[config.mk]
export PLATFORM = sky130hd
export DESIGN_NAME = ifid_hazard_ctrl
export DESIGN_NICKNAME = d
export VERILOG_FILES = /design/src/rtl/ifid_hazard_ctrl.sv
export SDC_FILE = /design/constraint.sdc
export NUM_CORES = 1
export LEC_CHECK = 0
export BUFFER_PORTS_ARGS = -buffer_cell sky130_fd_sc_hd__buf_2
export CAP_MARGIN = 40
export CORE_MARGIN = 10
export CORE_UTILIZATION = 38
export CTS_BUF_LIST = sky130_fd_sc_hd__clkbuf_8 sky130_fd_sc_hd__clkbuf_16
export CTS_CLUSTER_DIAMETER = 200
export DETAILED_ROUTE_END_ITERATION = 6
export PLACE_DENSITY = 0.8
export SKIP_CTS_REPAIR_TIMING = 1
export SLEW_MARGIN = 20
export SYNTH_ARGS = -nofsm -noshare
export SYNTH_HDL_FRONTEND = slang
export SYNTH_SLANG_ARGS = --single-unit
[constraint.sdc]
create_clock -name clk_i -period 2.4 [get_ports clk_i]
set_input_delay 0.12 -clock clk_i [delete_from_list [all_inputs] [get_ports clk_i]]
set_output_delay 0.12 -clock clk_i [all_outputs]
set_load 0.02 [all_outputs]
[src/rtl/ifid_hazard_ctrl.sv]
// ifid_hazard_ctrl: front-end hazard and sequencing controller.
// Decides each cycle whether the PC advances, and whether IF/ID holds or clears.
// It also decides whether ID/EX receives a bubble.
// Hazard sources are load-use, taken branch and instruction-memory not ready.
// Optional feature: define HAZARD_PERF_CNT_EN to build the stall/flush
// performance counters. Without it, both counter ports read constant 0.
module ifid_hazard_ctrl #(
  parameter int FLUSH_CYCLES = 1,
  parameter int WAIT_TIMEOUT = 16
) (
  input  logic        clk_i,
  input  logic        reset_i,
  input  logic        idex_mem_read_i,
  input  logic [4:0]  idex_rd_i,
  input  logic [4:0]  ifid_rs1_i,
  input  logic [4:0]  ifid_rs2_i,
  input  logic        branch_taken_i,
  input  logic        imem_ready_i,
  output logic        pc_write_o,
  output logic        ifid_stall_o,
  output logic        ifid_flush_o,
  output logic        idex_flush_o,
  output logic        imem_timeout_o,
  output logic [31:0] stall_cnt_o,
  output logic [31:0] flush_cnt_o
);

  localparam int FW = (FLUSH_CYCLES > 1) ? $clog2(FLUSH_CYCLES) : 1;
  localparam int WW = $clog2(WAIT_TIMEOUT + 1);
  localparam logic [FW-1:0] FLUSH_LOAD = FW'(FLUSH_CYCLES - 1);
  localparam logic [WW-1:0] WAIT_MAX   = WW'(WAIT_TIMEOUT);

  typedef enum logic [1:0] {
    RUN       = 2'd0,
    FLUSH     = 2'd1,
    IMEM_WAIT = 2'd2
  } state_t;

  state_t        state_q, state_d;
  logic [FW-1:0] fcnt_q, fcnt_d;
  logic [WW-1:0] wcnt_q, wcnt_d;
  logic          timeout_q, timeout_d;
  logic          load_use;

  assign load_use = idex_mem_read_i && (idex_rd_i != 5'd0) &&
                    ((idex_rd_i == ifid_rs1_i) || (idex_rd_i == ifid_rs2_i));

  // Prioritised Mealy decode of control outputs and next state/counters.
  always_comb begin
    // NOTE: every output and _d gets a default first so no path infers a latch.
    pc_write_o   = 1'b1;
    ifid_stall_o = 1'b0;
    ifid_flush_o = 1'b0;
    idex_flush_o = 1'b0;
    state_d      = state_q;
    fcnt_d       = fcnt_q;
    wcnt_d       = wcnt_q;

    if (branch_taken_i) begin
      ifid_flush_o = 1'b1;
      idex_flush_o = 1'b1;
      fcnt_d       = FLUSH_LOAD;
      state_d      = (FLUSH_LOAD != '0) ? FLUSH : RUN;
      wcnt_d       = '0;
    end else if (state_q == FLUSH) begin
      // Redirected fetch still in flight: keep clearing IF/ID, ignore LU/imem.
      ifid_flush_o = 1'b1;
      fcnt_d       = fcnt_q - FW'(1);
      if (fcnt_d == '0) state_d = RUN;
    end else if (load_use) begin
      // One bubble into ID/EX while IF/ID and PC hold; the wait count is held too.
      pc_write_o   = 1'b0;
      ifid_stall_o = 1'b1;
      idex_flush_o = 1'b1;
    end else if (!imem_ready_i) begin
      pc_write_o   = 1'b0;
      ifid_flush_o = 1'b1;
      state_d      = IMEM_WAIT;
      if (wcnt_q != WAIT_MAX) wcnt_d = wcnt_q + WW'(1);
    end else begin
      state_d = RUN;
      wcnt_d  = '0;
    end

    timeout_d = timeout_q || (wcnt_d == WAIT_MAX);

    // Reset overrides the decoded controls so the pipeline is drained.
    if (reset_i) begin
      pc_write_o   = 1'b0;
      ifid_stall_o = 1'b0;
      ifid_flush_o = 1'b1;
      idex_flush_o = 1'b1;
    end
  end

  // State, sequence counters and sticky timeout flag.
  always_ff @(posedge clk_i) begin
    // NOTE: sequential state uses non-blocking assignments only, so every flop samples pre-edge values.
    if (reset_i) begin
      state_q   <= RUN;
      fcnt_q    <= '0;
      wcnt_q    <= '0;
      timeout_q <= 1'b0;
    end else begin
      state_q   <= state_d;
      fcnt_q    <= fcnt_d;
      wcnt_q    <= wcnt_d;
      timeout_q <= timeout_d;
    end
  end

  assign imem_timeout_o = timeout_q;

`ifdef HAZARD_PERF_CNT_EN
  logic [31:0] stall_cnt_q, flush_cnt_q;

  // Free-running wrap-around counters of stall and flush cycles.
  // Reset cycles are excluded because the reset branch takes precedence.
  always_ff @(posedge clk_i) begin
    if (reset_i) begin
      stall_cnt_q <= '0;
      flush_cnt_q <= '0;
    end else begin
      if (ifid_stall_o) stall_cnt_q <= stall_cnt_q + 32'd1;
      if (ifid_flush_o) flush_cnt_q <= flush_cnt_q + 32'd1;
    end
  end

  assign stall_cnt_o = stall_cnt_q;
  assign flush_cnt_o = flush_cnt_q;
`else
  assign stall_cnt_o = '0;
  assign flush_cnt_o = '0;
`endif

endmodule

==> impl_metrics.sql <==
INSERT INTO impl_metrics (metric_group, metric, value, unit) VALUES
('outcome', 'outcome', 'finished, final reports clean', ''),
('route', 'post_drt_wl_per_cell', '12.4', 'um'),
('sta', 'finalCritPeriodShare', '80.6', '%'),
('job', 'drv.max_cap_violation_count', '0', ''),
('yosys', 'synth_cell_types', '31', ''),
('yosys', 'synth_top_area_share', '46.4', '%'),
('pwr', 'max-vdd-ir-drop', '0.279', 'mV'),
('finish', 'final_area', '978', 'um2'),
('yosys', 'synth_common_cells', '64 x sky130_fd_sc_hd__buf_4, 10 x sky130_fd_sc_hd__xnor2_1, 7 x sky130_fd_sc_hd__nand2_1', ''),
('worst_setup_path', 'path_class', 'reg2reg', ''),
('grt', 'grt_first_pass_wirelength', '3570', 'um'),
('worst_setup_path', 'register_to_register_setup_slack', '460', 'ps'),
('route', 'antenna_left', '0', ''),
('worst_setup_path', 'worstPathCellList', 'inv_1 > ha_1 > nor4bb_1 > a21oi_1 > nor4_1 > a31oi_1 > a211oi_1', ''),
('worst_setup_path', 'critical_path.n_buffers_inverters', '1', ''),
('finish', 'insertedDiodeCount', '0', ''),
('sta', 'setup_repair_after_global_routing_missed_its_margin', 'false', ''),
('worst_setup_path', 'critical_path.max_stage_delay', '500', 'ps'),
('route', 'drcViolationCount', '0', ''),
('sta', 'setup-tns-final', '0', 'ps'),
('yosys', 'syn_avg_cell_area', '7.55', 'um2'),
('yosys', 'ys_seq_area_share', '11.6', '%'),
('yosys', 'synthesis.area', '0.00103', 'mm2'),
('route', 'drt-vias-per-instance', '3.95', ''),
('floorplan', 'area_of_the_die', '0.00521', 'mm2'),
('yosys', 'post-synth-top-area-cell', 'sky130_fd_sc_hd__buf_4', ''),
('grt', 'antenna_violations_before_repair', '0', ''),
('pwr', 'power.leakage', '0.513', 'nW'),
('floorplan', 'io_pins', '89', ''),
('floorplan', 'floorplan.initialDensity', '40.7', '%'),
('clock_tree', 'clk_pin_slew', '40', 'ps'),
('sta', 'worst_slew_margin_rel', '59.1', '%'),
('sta', 'worst_pin_slew', '605', 'ps'),
('yosys', 'synthArstFlopShare', '0', '%'),
('floorplan', 'die_w', '72.2', 'um'),
('clock_tree', 'cts_made_buffers', '3', ''),
('floorplan', 'core-area', '0.00254', 'mm2'),
('worst_setup_path', 'crit_slowest_cell', 'sky130_fd_sc_hd__nor4bb_1', ''),
('worst_setup_path', 'endpoint_kind', 'flop', ''),
('sta', 'setup_failing_eps_final', '0', ''),
('route', 'dr.first_iter.drc_count', '38', ''),
('clock_tree', 'clock_latency', '220', 'ps'),
('yosys', 'ys_top_cells_by_area', 'sky130_fd_sc_hd__buf_4 46%, sky130_fd_sc_hd__dfxtp_1 12%, sky130_fd_sc_hd__xnor2_1 8.5%, sky130_fd_sc_hd__a21oi_1 2.9%, sky130_fd_sc_hd__nand3_1 2.9%', ''),
('clock_tree', 'clockRootBuffer', 'sky130_fd_sc_hd__clkbuf_8', ''),
('grt', 'grt_pass1_vias', '834', ''),
('yosys', 'postSynthRegisterBits', '6', ''),
('placed_design', 'dp_hpwl', '2200', 'um'),
('clock_tree', 'clock-sinks', '6', ''),
('yosys', 'yosys.cell_count.top_type', 'sky130_fd_sc_hd__buf_4', ''),
('finish', 'design.final.nets', '186', ''),
('floorplan', 'row_count', '18', ''),
('grt', 'globalRouteOverflowTotal', '0', ''),
('grt', 'grt.total_usage', '8.22', '%'),
('yosys', 'synth_top_flop_cell', 'sky130_fd_sc_hd__dfxtp_1', ''),
('route', 'routed_wl', '2370', 'um'),
('sta', 'timing_hold_violations_final', '0', ''),
('route', 'drt-pass1-iter-count', '4', ''),
('sta', 'slew_violations', '0', ''),
('worst_setup_path', 'worstPathRequired', '2540', 'ps'),
('yosys', 'yosysWarningCount', '0', ''),
('placed_design', 'globalplace.congestion', '0.792', ''),
('sta', 'fin_hold_ws', '116', 'ps'),
('clock_tree', 'clock_tree_from_tritoncts', 'built', ''),
('finish', 'drive_gt1_share', '19.1', '%'),
('worst_setup_path', 'largest_fanout_on_the_critical_path', '5', ''),
('sta', 'timing.clock.skew', '1.81', 'ps'),
('clock_tree', 'htreeDepth', '1', ''),
('grt', 'grt_max_degree', '9', ''),
('route', 'routed-via-count', '759', ''),
('finish', 'areaGrowthSynthToFinish', '-5.44', '%'),
('worst_setup_path', 'worstPathArrival', '2070', 'ps');
placed cells by master, fill, tap and decap left out, drive strengths merged:
cell / n
xnor2: 10
or3: 3
a31oi: 1
or2: 1
clkbuf: 3
conb: 64
nand3: 6
and2: 2
buf: 24
nor4b: 1
nor4: 1
a221oi: 1
nor3: 1
nor2: 6
o22ai: 2
xor2: 2
o21a: 1
o21ai: 1
o211ai: 1
dfxtp: 6
ha: 2
nand3b: 1
a41o: 1
a211oi: 1
inv: 5
a21oi: 6
or4: 1
nand2: 7
nor4bb: 1
cell type report:
cell class	count	area [um2]
clock buffers	3	41.3
well taps	30	37.5
inverters	5	18.8
fillers	289	1570
flip-flops and latches	6	120
repair buffers	24	120
multi-input cells	124	641
registers in the layout, indices dropped and copies added (netlist names):
| register | cells |
|---|---|
| wcnt_q | 5 |
| imem_timeout_o | 1 |
per-layer routing:
metal	share of wire (%)	global-route usage [%]	wire, um
met5	0	0	0
met4	0.59	3.44	14
met3	11	4.63	254
met2	54	14.9	1290
met1	34	7.32	818
through the flow:
step | utilization, % | instances | total power, W | setup slack (ps)
floorplan | - | 200 | 0.000313 | 593
detailed placement | 36.8 | 189 | 0.000263 | 478
CTS | 38.4 | 192 | 0.000417 | 476
finish | 38.4 | 192 | 0.000419 | 464
global placement | 36.8 | 189 | 0.000262 | 491
global route | 38.4 | 192 | 0.000444 | 252
worst register-to-register path: cells and delay by family, from the launching register on:
kind / cells / cell delay, ps
and+or+nand+nor: 2 / 740
AOI/OAI and AO/OA: 3 / 480
buffers and inverters: 1 / 150
DFF: 1 / 330
adders and majority gates: 1 / 160
cells by family after synthesis:
logic type / share of synthesized area [%]
adder cells (fa/ha/maj): 2.42
other: 0.362
XOR/XNOR: 10.2
AO/OA/AOI/OAI: 9.79
buffers and inverters: 49.3
AND/OR/NAND/NOR: 16.3
flip-flops: 11.6
power breakdown:
part	internal, W	switching, W
logic	0.0000351	0.000130
registers	0.000101	0.00000119
clock network	0.000108	0.0000435
path summary, 6_finish.rpt:
path | endpoint | cells past startpoint | startpoint
setup reg to reg | imem_timeout_o$_SDFF_PP0_ | 7 | wcnt_q[0]$_SDFF_PP0_
setup / recovery | imem_timeout_o$_SDFF_PP0_ | 7 | wcnt_q[0]$_SDFF_PP0_
hold reg to reg | imem_timeout_o$_SDFF_PP0_ | 2 | imem_timeout_o$_SDFF_PP0_
hold / removal | imem_timeout_o$_SDFF_PP0_ | 2 | reset_i
(Power assumes the default switching activity.)
